$ cat src/rtl/exe_pipe_stage.sv
// Registered execute stage: operand select, ALU, N/Z/C/V flags, valid/ready handshake.
// Build option EXE_MUL_EN enables an iterative shift-add multiplier for alu_oc=7.
module exe_pipe_stage #(
   parameter int WIDTH = 32,
   parameter int SHW   = $clog2(WIDTH)
) (
   input  logic             clk,
   input  logic             rst,
   input  logic             in_valid,
   output logic             in_ready,
   input  logic [WIDTH-1:0] value1,
   input  logic [WIDTH-1:0] value2,
   input  logic [WIDTH-1:0] immediate,
   input  logic             ir_op,
   input  logic [2:0]       alu_oc,
   input  logic             set_flags,
   output logic             out_valid,
   input  logic             out_ready,
   output logic [WIDTH-1:0] result,
   output logic [3:0]       flags,
   output logic [3:0]       cpsr_flags
);

   localparam logic [SHW-1:0] AMT_ONE = SHW'(1);

   logic [WIDTH-1:0] op2, alu_res, shl_tmp, shr_tmp;
   logic [WIDTH:0]   add_full;
   logic [SHW-1:0]   amt;
   logic             alu_c, alu_v, xfer, is_mul;
   logic             load_en, load_c, load_v, load_sf;
   logic [WIDTH-1:0] result_d, result_q;
   logic [3:0]       flags_d, flags_q, cpsr_q;
   logic             out_valid_q;

   always_comb begin
      op2      = ir_op ? value2 : immediate;
      amt      = op2[SHW-1:0];
      add_full = {1'b0, value1} + {1'b0, op2};
      // Shifted by amt-1 so the last bit shifted out sits at the edge.
      shl_tmp  = value1 << (amt - AMT_ONE);
      shr_tmp  = value1 >> (amt - AMT_ONE);
      alu_res  = '0;
      alu_c    = 1'b0;
      alu_v    = 1'b0;
      case (alu_oc)
         3'd0: begin
            alu_res = add_full[WIDTH-1:0];
            alu_c   = add_full[WIDTH];
            alu_v   = (value1[WIDTH-1] == op2[WIDTH-1]) && (alu_res[WIDTH-1] != value1[WIDTH-1]);
         end
         3'd1: begin
            alu_res = value1 - op2;
            alu_c   = (value1 >= op2);
            alu_v   = (value1[WIDTH-1] != op2[WIDTH-1]) && (alu_res[WIDTH-1] != value1[WIDTH-1]);
         end
         3'd2: alu_res = value1 & op2;
         3'd3: alu_res = value1 | op2;
         3'd4: alu_res = value1 ^ op2;
         3'd5: begin
            alu_res = value1 << amt;
            alu_c   = (amt != '0) && shl_tmp[WIDTH-1];
         end
         3'd6: begin
            alu_res = value1 >> amt;
            alu_c   = (amt != '0) && shr_tmp[0];
         end
         default: alu_res = '0;
      endcase
   end

`ifdef EXE_MUL_EN
   localparam logic [0:0]     IDLE     = 1'b0;
   localparam logic [0:0]     MUL      = 1'b1;
   localparam logic [SHW-1:0] CNT_LAST = {SHW{1'b1}};

   logic [0:0]       state_q;
   logic [SHW-1:0]   cnt_q;
   logic [WIDTH-1:0] acc_q, mcand_q, mplier_q, mul_sum;
   logic             sf_q;

   assign is_mul   = (alu_oc == 3'd7);
   assign in_ready = (state_q == IDLE) && (!out_valid_q || out_ready);
   assign mul_sum  = mplier_q[0] ? (acc_q + mcand_q) : acc_q;

   always_ff @(posedge clk) begin
      if (rst) begin
         state_q  <= IDLE;
         cnt_q    <= '0;
         acc_q    <= '0;
         mcand_q  <= '0;
         mplier_q <= '0;
         sf_q     <= 1'b0;
      end else if (state_q == IDLE) begin
         if (xfer && is_mul) begin
            state_q  <= MUL;
            cnt_q    <= '0;
            acc_q    <= '0;
            mcand_q  <= value1;
            mplier_q <= op2;
            sf_q     <= set_flags;
         end
      end else begin
         acc_q    <= mul_sum;
         mcand_q  <= mcand_q << 1;
         mplier_q <= mplier_q >> 1;
         cnt_q    <= cnt_q + AMT_ONE;
         if (cnt_q == CNT_LAST) state_q <= IDLE;
      end
   end
`else
   assign is_mul   = 1'b0;
   assign in_ready = !out_valid_q || out_ready;
`endif

   assign xfer = in_valid && in_ready;

   always_comb begin
      load_en  = xfer && !is_mul;
      result_d = alu_res;
      load_c   = alu_c;
      load_v   = alu_v;
      load_sf  = set_flags;
`ifdef EXE_MUL_EN
      // Final iteration folds the last partial product straight into the result.
      if (state_q == MUL && cnt_q == CNT_LAST) begin
         load_en  = 1'b1;
         result_d = mul_sum;
         load_c   = 1'b0;
         load_v   = 1'b0;
         load_sf  = sf_q;
      end
`endif
      flags_d = {result_d[WIDTH-1], (result_d == '0), load_c, load_v};
   end

   always_ff @(posedge clk) begin
      if (rst) begin
         out_valid_q <= 1'b0;
         result_q    <= '0;
         flags_q     <= '0;
         cpsr_q      <= '0;
      end else if (load_en) begin
         out_valid_q <= 1'b1;
         result_q    <= result_d;
         flags_q     <= flags_d;
         if (load_sf) cpsr_q <= flags_d;
      end else if (out_ready) begin
         out_valid_q <= 1'b0;
      end
   end

   assign out_valid  = out_valid_q;
   assign result     = result_q;
   assign flags      = flags_q;
   assign cpsr_flags = cpsr_q;

endmodule

$ cat config.mk
export PLATFORM = sky130hd
export DESIGN_NAME = exe_pipe_stage
export DESIGN_NICKNAME = d
export VERILOG_FILES = /design/src/rtl/exe_pipe_stage.sv
export SDC_FILE = /design/constraint.sdc
export NUM_CORES = 1
export LEC_CHECK = 0
export CORE_UTILIZATION = 55
export DETAILED_ROUTE_END_ITERATION = 8
export PLACE_DENSITY_LB_ADDON = 0.12
export SLEW_MARGIN = 40
export SYNTH_ARGS = -nofsm -noshare
export SYNTH_HDL_FRONTEND = slang
export SYNTH_SLANG_ARGS = --single-unit
$ cat constraint.sdc
create_clock -name clk -period 10.3 [get_ports clk]
set_input_delay 1.03 -clock clk [delete_from_list [all_inputs] [get_ports clk]]
set_output_delay 1.03 -clock clk [all_outputs]
set_load 0.01 [all_outputs]
# [Word-level counts from Yosys, hierarchy flattened]
# Index checks and enable logic that the tools add are counted.
[word_totals] ff_bits=41 output_inout_bits=42 word_cells=43
[op_classes] addsub=3 order_cmp=1 n_eq_ne=10 n_shift=4 muxes=6 bitwise_logic=3 reduce_logical=12
[op_table] cell="$pmux 32 s7" n=1
[op_table] cell="$shl 32x5->32" n=2
[op_table] cell="$add 32x32->33" n=1
[op_table] cell="$and 32x32->32" n=1
[op_table] cell="$ge 32x32->1" n=1
[op_table] cell="$logic_not 32->1" n=1
[op_table] cell="$mux 32" n=1
[op_table] cell="$or 32x32->32" n=1
[op_table] cell="$shr 32x5->1" n=1
[op_table] cell="$shr 32x5->32" n=1
[op_table] cell="$sub 32x32->32" n=1
[op_table] cell="$xor 32x32->32" n=1
[op_table] cell="$eq 3x3->1 const B" n=3
[op_table] cell="$eq 3x2->1 const B" n=2
[op_table] cell="$logic_and 1x1->1" n=5
[op_table] cell="$reduce_bool 5->1" n=1
[op_table] cell="$sub 5x1->5 const B" n=1
[op_table] cell="$pmux 1 s4" n=1
[op_table] cell="$eq 3x1->1 const B" n=1
[op_table] cell="$logic_not 3->1" n=1
[op_table] cell="$ne 1x1->1" n=3
[op_table] cell="$mux 1" n=2
[op_table] cell="$pmux 1 s2" n=1
[op_table] cell="$reduce_and 2->1" n=1
[op_table] cell="4 further kinds" n=4

# [Logic depth before layout (Yosys ltp)]
[logic_depth] word_depth=5 mapped_depth=21

# [Worst setup path after synthesis]
# Ideal clock, no wire load.
[synth_path] path_type="input port to flip-flop" start="in ir_op" end="reg cpsr_q[2], in the netlist cpsr_flags[2]" t_arrival_ps=5348 slack_ps=4851 stages=20 cell_sequence="buf_6 > mux2i_4 > inv_2 > buf_2 > buf_6 > buf_2 > ha_1 > inv_1 > fa_1 > a21o_1 > a211o_1 > a21o_1 > a211o_1 > a221o_1 > nand2_1 > a21oi_1 > or4_1 > nor3_1 > nand4_1 > o41ai_1"
[synth_between] elab_chain_cells=4 word_cells_on_any_way=10
[synth_rtl] element="start, declared" line_no="14" text="input logic ir_op,"
[synth_rtl] element="$mux 32 (*)" line_no="36" text="op2 = ir_op ? value2 : immediate;"
[synth_rtl] element="$sub 32x32->32, or another cell as far along" line_no="52" text="alu_res = value1 - op2;"
[synth_rtl] element="$pmux 32 s7 (*)" line_no="45" text="case (alu_oc)"
[synth_rtl] element="$logic_not 32->1 (*)" line_no="133" text="flags_d = {result_d[WIDTH-1], (result_d == '0), load_c, load_v};"
[synth_rtl] element="end signal, assigned" line_no="146" text="if (load_sf) cpsr_q <= flags_d;"
[synth_rtl] element="end, declared" line_no="32" text="logic [3:0] flags_d, flags_q, cpsr_q;"
# Mark *: on every way between the ends. The rest lies on a longest branch, timed or not.
# A chain may end at the register's enable or synchronous reset.

# [Final worst setup path]
# Ends and elaborated chain as after synthesis.

==> impl_metrics.toml <==
[route]
wl_per_cell_um = 28.9
drt_iter0_markers = 2265
final_antenna_net_count = 0
drc_errors = 0
viasPerCell = 7.47
first_pass_iters = 7
routed_wl_mm = 55.0
via_count = 14214

[power_and_ir_drop]
cellPowerDensity_nw_per_um2 = 96.2
total_power_mw = 1.26
cellLeakagePower_nw = 5.40
vdd_drop_max_mv = 0.0726

[clocking]
clock_sinks = 40
htree_num_levels = 2
clk_pin_slew_worst_paths_ps = 60
cts_buffer_depth = 2
cts_buffers = 5
cts_tree = "yes"
postCtsResizedCells = 0
hold_buffers = 0
cts_setup_buffers = 0
insertion_delay_ps = 280
cts-root-buf = "clkbuf_16"

[die]
coreArea_um2 = 20200
die_w_um = 145
boundaryPins = 147
initial_utilization = 0.559
dieArea_um2 = 21200
rows = 52
fp.dieH_um = 145

[logic_synthesis]
yosysSeqAreaShare = 0.0707
ys.flop_type = "dfxtp_1"
postSynthAreaPerCell_um2 = 7.23
synth_edf_count = 0
ys_top_cells_by_count = "nand2_1, nor2_1, a21oi_1"
synth_area_um2 = 11300
yosysMostFrequentCell = "nand2_1"
syn_inst = 1566
syn_nets = 1793
async_flop_share = 0
netlist.top_cell.by_area = "ha_1"
yosysWarningCount = 0
synth_cell_types = 82
synth_top_area_share = 0.133
synth_seq_cells = 40
synthTopCellsByArea = "ha_1, mux2i_1, mux4_2, dfxtp_1, a21oi_1"

[place]
dpl.hpwl_mm = 41.9
gp_congestion = 1.16
place_ws_ps = 3910
port_buffers = 146
dp_cells = 1892

[timing]
worst_slack_ps = 3850
clock_skew_ps = 3.62
hold_viol = 0
worstMarginPinSlew_ps = 934
slew_headroom = 0.375
hold_ws_ps = 462
period_needed_ps = 6450
period_share = 0.627
setup_viol = 0
setup_tns_ps = 0
slew_viol_final = 0
rsz0062_at_grt = "false"
fmax_mhz = 155

[critical_path]
arrival_ps = 6630
path_delay_family = "simple AND/OR/NAND/NOR gates"
startpoint_type = "input pin"
crit_path_max_fanout = 46
path_cells = "buf_2, buf_4, mux2i_4, buf_4, inv_2, buf_4, mux2i_1, o22ai_1, nor2_1, o22a_1, nand4_1, and4bb_2, nand4_1, nor4_1, nand4_1, o41ai_1"
slowest_stage = "mux2i_1"
critPathKind = "in -> reg"
endpoint_kind = "flip-flop"
path_buf_inv = 5
required_ps = 10480
slowest_delay_ps = 600

[grt]
grtUsageTotal = 0.508
grt-ovfl-total = 0
antenna_found_initial = 1
grt_pass1_wl_mm = 81.6
grt_pass1_vias = 13109
grt_max_degree = 58

[min_path]
hold_path.class = "reg -> reg"

[layout]
fin_cells = 1903
fin_nets = 1858
area_growth_syn_to_layout_pct = 15.3
fillers = 1820
drive_gt1_frac = 0.0686

[status]
outcome = "finished, final reports clean"

[run]
drv_cap = 0
[placed cells by master, fill, tap and decap left out, types with 15 or more instances in the layout]
cell	n
a211oi_1	36
a21o_1	15
a21oi_1	129
a31oi_1	20
buf_4	25
clkdlybuf4s50_1	144
dfxtp_1	40
ha_1	120
inv_1	88
mux2i_1	98
mux4_2	44
nand2_1	168
nand3_1	40
nand4_1	17
nor2_1	164
nor3_1	53
o211ai_1	16
o21ai_0	80
o22ai_1	19
xnor2_1	27
[layout make-up]
class / count / area [µm²] / share of cell area
multi-input cells: 1320 / 9740 / 0.746
repair buffers: 173 / 1660 / 0.127
flip-flops and latches: 40 / 801 / 0.0613
inverters: 91 / 344 / 0.0264
well taps: 270 / 338 / 0.0259
clock buffers: 6 / 129 / 0.00987
clock inverters: 2 / 35.0 / 0.00268
diodes: 1 / 2.50 / 0.000192
[worst register-to-register path, stage by stage, from the launching register on]
cell      delay, ps
dfxtp_1         300
nand2b_1        140
and2_4          520
nand2_1         230
o41ai_1         270
[sequential cells by signal, summed over array words and instances, names as in the netlist]
register    cells
result         32
cpsr_flags      4
flags           3
out_valid       1
[where the power goes]
part	internal [mW]	switching, mW	leakage [nW]
clock	0.114	0.0616	0.0808
combinational	0.329	0.574	4.99
sequential	0.168	0.00876	0.330
[metal layers]
layer	part of all wire	vias up	track usage	routed length, µm
met3	0.17	342	0.194	9600
li1	-	5976	-	-
met5	0.00098	-	0	54
met4	0.077	2	0.276	4250
met2	0.40	1383	0.746	21900
met1	0.35	6511	0.640	19200
[path summary, 6_finish.rpt]
check              from            end  slack (ps)  cells past startpoint
min          result[13]     result[13]         460                      2
max               ir_op  cpsr_flags[2]        3850                     16
min reg2reg  result[13]     result[13]         460                      2
max reg2reg   out_valid  cpsr_flags[2]        8730                      4
[per-stage QoR]
stage,utilization,cell area [µm²]
finish,0.645,13100
global route,0.645,13100
CTS,0.643,13000
detailed placement,0.635,12800
global placement,0.635,12800
floorplan,-,11300
[cell families (layout without fill, tap and decap cells)]
logic type                 count (synthesis)  after routing  synth area share
and+or+nand+nor                          538            538             0.218
AOI/OAI and AO/OA                        470            470             0.279
buffers and inverters                    206            272            0.0738
muxes                                    154            154             0.194
adders and majority gates                122            122             0.136
DFF                                       40             40            0.0707
xor gates and xnor gates                  36             36            0.0279
other                                      0              1                 0
(Power assumes the default switching activity.)
